==> src/rtl/instr_encoder_loader_pkg.sv <==
// Shared RV32 instruction header: opcodes, funct codes, op selects, field packing.
// Range checking of immediates is compiled in with ENCODER_RANGE_CHECK_EN.
package instr_encoder_loader_pkg;

  localparam logic [6:0] OPC_OP    = 7'b0110011;
  localparam logic [6:0] OPC_LOAD  = 7'b0000011;
  localparam logic [6:0] OPC_STORE = 7'b0100011;
  localparam logic [6:0] OPC_OPIMM = 7'b0010011;
  localparam logic [6:0] OPC_LUI   = 7'b0110111;
  localparam logic [6:0] OPC_JAL   = 7'b1101111;

  localparam logic [2:0] F3_ADD  = 3'b000;
  localparam logic [2:0] F3_LW   = 3'b010;
  localparam logic [2:0] F3_SW   = 3'b010;
  localparam logic [2:0] F3_ADDI = 3'b000;

  localparam logic [6:0] F7_ADD = 7'b0000000;
  localparam logic [6:0] F7_SUB = 7'b0100000;

  typedef enum logic [2:0] {
    OP_ADD  = 3'd0,
    OP_SUB  = 3'd1,
    OP_LW   = 3'd2,
    OP_SW   = 3'd3,
    OP_ADDI = 3'd4,
    OP_LUI  = 3'd5,
    OP_JAL  = 3'd6,
    OP_ILL  = 3'd7
  } op_e;

  typedef enum logic [2:0] {
    S_IDLE,
    S_LOAD,
    S_WRITE,
    S_STOP,
    S_DONE
  } state_e;

  function automatic logic [31:0] enc_r(
    input logic [6:0] f7,
    input logic [4:0] rs2,
    input logic [4:0] rs1,
    input logic [2:0] f3,
    input logic [4:0] rd,
    input logic [6:0] opc
  );
    return {f7, rs2, rs1, f3, rd, opc};
  endfunction

  function automatic logic [31:0] enc_i(
    input logic [11:0] imm,
    input logic [4:0]  rs1,
    input logic [2:0]  f3,
    input logic [4:0]  rd,
    input logic [6:0]  opc
  );
    return {imm, rs1, f3, rd, opc};
  endfunction

  function automatic logic [31:0] enc_s(
    input logic [11:0] imm,
    input logic [4:0]  rs2,
    input logic [4:0]  rs1,
    input logic [2:0]  f3,
    input logic [6:0]  opc
  );
    return {imm[11:5], rs2, rs1, f3, imm[4:0], opc};
  endfunction

  function automatic logic [31:0] enc_u(
    input logic [19:0] imm,
    input logic [4:0]  rd,
    input logic [6:0]  opc
  );
    return {imm, rd, opc};
  endfunction

  function automatic logic [31:0] enc_j(
    input logic [20:0] imm,
    input logic [4:0]  rd,
    input logic [6:0]  opc
  );
    return {imm[20], imm[10:1], imm[11], imm[19:12], rd, opc};
  endfunction

`ifdef ENCODER_RANGE_CHECK_EN
  function automatic logic imm_ok(
    input logic [2:0]  op,
    input logic [31:0] imm
  );
    logic ok;
    ok = 1'b1;
    unique case (1'b1)
      (op == OP_LW),
      (op == OP_SW):   ok = (imm[31:12] == 20'd0);
      (op == OP_ADDI): ok = (imm[31:11] == {21{imm[11]}});
      (op == OP_LUI):  ok = (imm[11:0] == 12'd0);
      (op == OP_JAL):  ok = !imm[0] && (imm[31:21] == 11'd0);
      default:         ok = 1'b1;
    endcase
    return ok;
  endfunction
`endif

endpackage

==> src/rtl/instr_encoder_loader_packer.sv <==
// Combinational RV32 field packer: (op, rd, rs1, rs2, imm) -> 32-bit word.
// Fields an op does not use are left zero; the reserved op packs to zero.
module instr_field_packer
  import instr_encoder_loader_pkg::*;
(
  input  logic [2:0]  op,
  input  logic [4:0]  rd,
  input  logic [4:0]  rs1,
  input  logic [4:0]  rs2,
  input  logic [31:0] imm,
  output logic [31:0] word
);

  always_comb begin
    word = '0;
    unique case (1'b1)
      (op == OP_ADD):
        word = enc_r(F7_ADD, rs2, rs1, F3_ADD, rd, OPC_OP);
      (op == OP_SUB):
        word = enc_r(F7_SUB, rs2, rs1, F3_ADD, rd, OPC_OP);
      (op == OP_LW):
        word = enc_i(imm[11:0], rs1, F3_LW, rd, OPC_LOAD);
      (op == OP_SW):
        word = enc_s(imm[11:0], rs2, rs1, F3_SW, OPC_STORE);
      (op == OP_ADDI):
        word = enc_i(imm[11:0], rs1, F3_ADDI, rd, OPC_OPIMM);
      (op == OP_LUI):
        word = enc_u(imm[31:12], rd, OPC_LUI);
      (op == OP_JAL):
        word = enc_j(imm[20:0], rd, OPC_JAL);
      default:
        word = '0;
    endcase
  end

endmodule

==> src/rtl/instr_encoder_loader.sv <==
// Program loader: encodes symbolic instructions into instruction memory, ends with a stop word.
// Define ENCODER_RANGE_CHECK_EN to add immediate range checks and the err_imm flag.
module instr_encoder_loader
  import instr_encoder_loader_pkg::*;
#(
  parameter int          ADDR_W    = 8,
  parameter int unsigned BASE_ADDR = 0
) (
  input  logic              clk,
  input  logic              rst,
  input  logic              start,
  input  logic              in_valid,
  output logic              in_ready,
  input  logic [2:0]        in_op,
  input  logic [4:0]        in_rd,
  input  logic [4:0]        in_rs1,
  input  logic [4:0]        in_rs2,
  input  logic [31:0]       in_imm,
  input  logic              in_last,
  output logic              mem_we,
  output logic [ADDR_W-1:0] mem_addr,
  output logic [31:0]       mem_wdata,
  output logic              busy,
  output logic              done,
  output logic              err_op,
  output logic              err_full,
`ifdef ENCODER_RANGE_CHECK_EN
  output logic              err_imm,
`endif
  output logic [ADDR_W:0]   word_cnt
);

  localparam logic [ADDR_W-1:0] BASE = ADDR_W'(BASE_ADDR);
  // Last slot of the window is held back for the stop word.
  localparam logic [ADDR_W-1:0] STOP_SLOT = BASE - ADDR_W'(1);
  localparam logic [ADDR_W-1:0] ADDR_ONE = ADDR_W'(1);
  localparam logic [ADDR_W:0]   CNT_ONE = (ADDR_W+1)'(1);

  state_e      state;
  logic        last_q;
  logic [31:0] enc_word;
  logic        hs;

  assign hs = in_valid && in_ready;

  instr_field_packer u_packer (
    .op   (in_op),
    .rd   (in_rd),
    .rs1  (in_rs1),
    .rs2  (in_rs2),
    .imm  (in_imm),
    .word (enc_word)
  );

  always_ff @(posedge clk) begin
    if (rst) begin
      state     <= S_IDLE;
      last_q    <= 1'b0;
      in_ready  <= 1'b0;
      mem_we    <= 1'b0;
      mem_addr  <= BASE;
      mem_wdata <= '0;
      busy      <= 1'b0;
      done      <= 1'b0;
      err_op    <= 1'b0;
      err_full  <= 1'b0;
`ifdef ENCODER_RANGE_CHECK_EN
      err_imm   <= 1'b0;
`endif
      word_cnt  <= '0;
    end else begin
      unique case (state)
        S_IDLE, S_DONE: begin
          if (start) begin
            state    <= S_LOAD;
            in_ready <= 1'b1;
            busy     <= 1'b1;
            done     <= 1'b0;
            mem_addr <= BASE;
            word_cnt <= '0;
            err_op   <= 1'b0;
            err_full <= 1'b0;
`ifdef ENCODER_RANGE_CHECK_EN
            err_imm  <= 1'b0;
`endif
          end
        end
        S_LOAD: begin
          if (hs) begin
            last_q <= in_last;
            if (mem_addr == STOP_SLOT) begin
              err_full  <= 1'b1;
              state     <= S_STOP;
              in_ready  <= 1'b0;
              mem_we    <= 1'b1;
              mem_wdata <= '0;
            end else if (in_op == OP_ILL) begin
              err_op <= 1'b1;
              if (in_last) begin
                state     <= S_STOP;
                in_ready  <= 1'b0;
                mem_we    <= 1'b1;
                mem_wdata <= '0;
              end
`ifdef ENCODER_RANGE_CHECK_EN
            end else if (!imm_ok(in_op, in_imm)) begin
              err_imm <= 1'b1;
              if (in_last) begin
                state     <= S_STOP;
                in_ready  <= 1'b0;
                mem_we    <= 1'b1;
                mem_wdata <= '0;
              end
`endif
            end else begin
              state     <= S_WRITE;
              in_ready  <= 1'b0;
              mem_we    <= 1'b1;
              mem_wdata <= enc_word;
            end
          end
        end
        S_WRITE: begin
          mem_addr <= mem_addr + ADDR_ONE;
          word_cnt <= word_cnt + CNT_ONE;
          if (last_q) begin
            state     <= S_STOP;
            mem_we    <= 1'b1;
            mem_wdata <= '0;
          end else begin
            state    <= S_LOAD;
            mem_we   <= 1'b0;
            in_ready <= 1'b1;
          end
        end
        S_STOP: begin
          mem_we   <= 1'b0;
          word_cnt <= word_cnt + CNT_ONE;
          state    <= S_DONE;
          busy     <= 1'b0;
          done     <= 1'b1;
        end
        default: begin
          state <= S_IDLE;
        end
      endcase
    end
  end

endmodule

==> config.mk <==
export PLATFORM = sky130hd
export DESIGN_NAME = instr_encoder_loader
export DESIGN_NICKNAME = d
export VERILOG_FILES = /design/src/rtl/instr_encoder_loader_pkg.sv /design/src/rtl/instr_encoder_loader_packer.sv /design/src/rtl/instr_encoder_loader.sv
export SDC_FILE = /design/constraint.sdc
export NUM_CORES = 1
export LEC_CHECK = 0
export ABC_AREA = 1
export ABC_CLOCK_PERIOD_IN_PS = 1500
export BUFFER_PORTS_ARGS = -buffer_cell sky130_fd_sc_hd__buf_4
export CORE_UTILIZATION = 44
export DETAILED_ROUTE_END_ITERATION = 12
export GPL_TIMING_DRIVEN = 0
export HOLD_SLACK_MARGIN = 0.03
export PLACE_DENSITY = 0.81
export SYNTH_ARGS = -nofsm -noshare
export SYNTH_HDL_FRONTEND = slang
export SYNTH_SLANG_ARGS = --single-unit
==> constraint.sdc <==
create_clock -name clk -period 1.5 [get_ports clk]
set_input_delay 0.15 -clock clk [delete_from_list [all_inputs] [get_ports clk]]
set_output_delay 0.15 -clock clk [all_outputs]
set_load 0.02 [all_outputs]
# After elaboration in Yosys (flattened, before gate mapping)
# Index checks and enable logic that the tools add are counted.
totals:
  word_cells: 96
  output_inout_bits: 55
  input_bits: 55
  regBits: 59
op_classes:
  n_eq_ne: 20
  add_sub_neg: 2
  n_mux: 41
  n_reduce_logical: 22
ops:
  columns: ["cell", "n"]
  rows:
  - ["$pmux W32 S7", 1]
  - ["$mux W32", 5]
  - ["$pmux W32 S2", 1]
  - ["$pmux W9 S2", 1]
  - ["$mux W1", 17]
  - ["$pmux W8 S2", 1]
  - ["$eq A3 B3 Y1 const B", 5]
  - ["$mux W3", 5]
  - ["$ne A2 B2 Y1 const B", 7]
  - ["$eq A3 B2 Y1 const B", 4]
  - ["$pmux W3 S4", 1]
  - ["$reduce_and A5 Y1", 2]
  - ["$reduce_bool A2 Y1", 5]
  - ["$add A9 B1 Y9 const B", 1]
  - ["$mux W9", 1]
  - ["$add A8 B1 Y8 const B", 1]
  - ["$eq A8 B8 Y1 const B", 1]
  - ["$mux W8", 1]
  - ["$pmux W1 S2", 4]
  - ["$reduce_and A2 Y1", 4]
  - ["$reduce_and A4 Y1", 2]
  - ["$eq A3 B1 Y1 const B", 2]
  - ["$logic_not A3 Y1", 2]
  - ["$pmux W1 S3", 2]
  - ["other kinds (6)", 9]

# Logic depth before layout (Yosys ltp)
depth:
  depth_word: 6
  mapped_depth: 10
  mapped_depth_nobuf: 10

# Hierarchy
# Synthesis repeated with hierarchy kept, for this count alone.
hier_totals:
  cells_unflattened: 602
  area_unflattened_um2: 3647.2
by_module_without_submodules:
  columns: ["module", "cells_each", "area_each_um2", "seq_area_each_um2", "n_inst"]
  rows:
  - ["instr_encoder_loader", 493, 3064.2, 1181.1, 1]
  - ["instr_field_packer", 109, 583.1, 0.0, 1]

# Worst setup path after synthesis
# Ideal clock, no wire load.
synth_timing:
  kind: "reg-to-reg"
  start: "reg mem_addr[0]"
  end: "reg mem_wdata[2]"
  path_stages_with_launch: 11
  setup_ns: 0.070
  required_time_ns: 1.430
  period_less_slack_ns: 1.767
  setup_slack_ns: -0.267
  path_buffers: 1
  arrival_ns: 1.696
  path_cell_list: "dfxtp_1 > ha_1 > nand2_1 > nor2_2 > nand2_2 > nand3_2 > nand3_4 > nor2_8 > buf_6 > nand2_1 > a21oi_1"
synth_between:
  elab_chain_len: 4
  word_cells_on_any_way: 6
  cone_classes: "eq/ne: 2; mux: 3; reduce/logical: 1"
synth_rtl:
  columns: ["element", "line_no", "text"]
  rows:
  - ["from (decl)", "instr_encoder_loader.sv:21", "output logic [ADDR_W-1:0] mem_addr,"]
  - ["from (signal assigned)", "instr_encoder_loader.sv:124", "mem_addr <= mem_addr + ADDR_ONE;"]
  - ["$eq A8 B8 Y1 (*)", "instr_encoder_loader.sv:91", "if (mem_addr == STOP_SLOT) begin"]
  - ["$mux W32", "instr_encoder_loader.sv:91", null]
  - ["$mux W32", "instr_encoder_loader.sv:89", "if (hs) begin"]
  - ["$pmux W32 S2", "instr_encoder_loader.sv:72", "unique case (state)"]
  - ["to (signal assigned)", "instr_encoder_loader.sv:119", "mem_wdata <= enc_word;"]
  - ["to (decl)", "instr_encoder_loader.sv:22", "output logic [31:0] mem_wdata,"]
# Every way passes the cells marked *; elsewhere a longest branch is shown, timed or not. The select of a mux whose other input is x is not followed.
# A chain may end at the register's enable or synchronous reset.

# Worst setup path in the final report
# Ends and elaborated chain as after synthesis.

==> results.cfg <==
[placed_design]
dp_cells = 574
globalplace.congestion = 0.8600
port_buffers = 107
hpwl_um = 5878

[timing]
max_slew.worst_pin.slew_ps = 571.6
finalWorstSetupSlack_ps = -130.7
rsz0062_at_grt = yes
fin_crit_sh = 1.087
slew_viol_final = 0
clock.fmax_mhz = 613.3
finClkSkew_ps = 5.214
hold_viol = 0
slew_headroom = 0.6189
setup_viol = 30
period_minus_slack_ps = 1631

[critical_path]
cp_slowest_stage_delay_ps = 360
cp_cell_sequence = ha_4 > nand2_4 > nor2_4 > nand2_4 > nand3_4 > nand3_4 > nor2_8 > buf_6 > nand2_2 > a21oi_2
start_kind = flop
crit_path_end_kind = flop
cp_max_fo = 6
crit_path_top_delay_cell = dfxtp_4
cp.arrival_ps = 1900
ff2ff_setup_slack_ps = -130
critPathKind = reg -> reg
cp.required_ps = 1760

[logic_synthesis]
synth_top_cells_by_area = dfxtp_1 41%, nand2_1 18%, a21oi_1 8.3%
synth_nets = 449
ys_types = 37
synth_seq_cells = 57
async_flop_share = 0
ys_seq_area_frac = 0.4132
synth_area_per_cell_um2 = 7.044
synth_top_area_cell = dfxtp_1
netlist_area_mm2 = 0.002761
yosys_warnings = 0
netlist_instances = 392
ys.flop_type = dfxtp_1
synth_edf_count = 0
yosysTopAreaCellShare = 0.4132

[layout]
syn_to_final_growth_pct = 54.87
antennaDiodeCount = 0
final_nets = 588
fillers = 499
drive_above_1_share = 0.3918
stdcell_count = 611
fin_util = 0.7139

[run_status]
violations = negative setup slack
outcome = finished with violations

[clock_network]
clk_latency_ps = 340
cts.clk_slew.worst_paths_ps = 60
numCtsBuffers = 9
cts_tree = yes
root_buffer = clkbuf_8
ctsHoldBuffers = 0
clockBufferDepth = 2
cts.sinks = 57
htree_levels = 3

[routing]
first_pass_iters = 5
ant_nets = 0
vias_per_cell = 5.354
wl_um = 8799
num_vias = 3271
drt_iter0_drc = 210
drc = 0
wl_per_cell_um = 14.40

[floorplan]
start_util = 0.4609
ios = 110
dieHeight_um = 81.22
core_mm2 = 0.005991
num_rows = 28
die_x_um = 81.22
die_area_mm2 = 0.006597

[hold_path]
hold_class = in -> reg

[run]
maxCapViolCount = 0

[pwr]
peakVddDrop_mv = 0.8288
p_per_area_mw_per_mm2 = 1344
leakagePower_nw = 2.008

[global_route]
grt_max_degree = 11
grt_pass1_vias = 2941
grt_usage = 0.2652
grt_first_pass_wirelength_um = 13140
antenna_found_initial = 0
gr-total-overflow = 0
worst max-delay path, delay by kind of cell (launching register included):
| family | cells | cell delay (ps) |
|---|---|---|
| adders and majority gates | 1 | 140 |
| DFF | 1 | 360 |
| buffers and inverters | 1 | 150 |
| and+or+nand+nor | 7 | 730 |
| AOI/OAI and AO/OA | 1 | 160 |
cells by family after synthesis:
logic type,Yosys count,share of synthesized area
buf+inv,46,0.07521
compound gates,79,0.1717
xor+xnor,1,0.003172
flops,57,0.4132
fa+ha+maj,2,0.009061
simple gates,207,0.3276
flip-flops by register name, summed over array words and instances, names as in the netlist, 3 cells and up:
| signal | count |
|---|---|
| mem_addr | 8 |
| mem_wdata | 30 |
| word_cnt | 9 |
| state | 3 |
layer usage:
metal / vias to the layer above / part of all wire / routed length, µm / GRT usage
li1: 1586 / - / - / -
met1: 1504 / 0.37 / 3296 / 0.2903
met2: 150 / 0.50 / 4435 / 0.4639
met3: 31 / 0.085 / 749 / 0.08652
met4: 0 / 0.036 / 318 / 0.1179
met5: - / 0 / 0 / 0
layout make-up:
type	instances	area, µm²	share of cell area
Multi-Input combinational cell	289	1634	0.3821
Sequential cell	57	1160	0.2712
Timing Repair Buffer	128	975.9	0.2282
Clock buffer	13	148.9	0.03482
Inverter	32	125.1	0.02926
Buffer	14	98.84	0.02311
Tap cell	75	93.84	0.02194
Clock inverter	3	40.04	0.009362
stage by stage:
step / total power, mW / setup TNS (ps) / setup WS, ps / hold slack, ps / area (µm²)
global route: 6.045 / -4870 / -212.8 / 170.5 / 4277
finish: 5.749 / -2222 / -130.7 / 153.0 / 4277
floorplan: 3.089 / -1215 / -86.16 / 340.5 / 2809
CTS: 5.392 / -800.4 / -47.06 / 145.8 / 4071
global placement: 3.702 / -5214 / -228.6 / 443.2 / 3706
detailed placement: 3.739 / -6825 / -279.4 / 450.2 / 3706
placed cells by master (no fill, tap or decap), types with 13 or more instances in the layout:
| cell | n |
|---|---|
| buf_4 | 127 |
| dfxtp_1 | 50 |
| nor2_1 | 22 |
| nand3_1 | 29 |
| a21oi_1 | 33 |
| nand2_1 | 114 |
| inv_1 | 27 |
| a21oi_2 | 13 |
worst paths after layout:
check / end / startpoint / cells after the start
worst max-delay path: mem_wdata[2] / mem_addr[0] / 10
worst min-delay path: mem_wdata[4] / in_op[1] / 4
worst max register to register: mem_wdata[2] / mem_addr[0] / 10
worst min register to register: mem_we / mem_we / 2
where the power goes:
part           switching (mW)  internal, mW
sequential              0.160          1.71
clock                   0.611         0.809
combinational            1.40          1.06
synth_stat cells, types with 2 or more instances:
cell / instances
dfxtp_1: 57
nor3_1: 4
ha_1: 2
nand2_2: 3
buf_4: 5
nand4_1: 5
a22o_1: 10
a21oi_1: 46
nor2_1: 27
clkbuf_1: 6
inv_1: 29
nor2_4: 2
inv_2: 2
nand2_1: 129
o221a_2: 2
nand3_1: 30
nand3_2: 2
buf_6: 2
o21ai_0: 11
what timing repair did:
action,4_1_cts,5_1_grt
endpoints found under the setup margin,42,42
pin swaps,12,19
buffers inserted,11,8
gates resized for setup,27,41
gates cloned,2,0
Note: power is estimated with default switching activity, not from simulation.
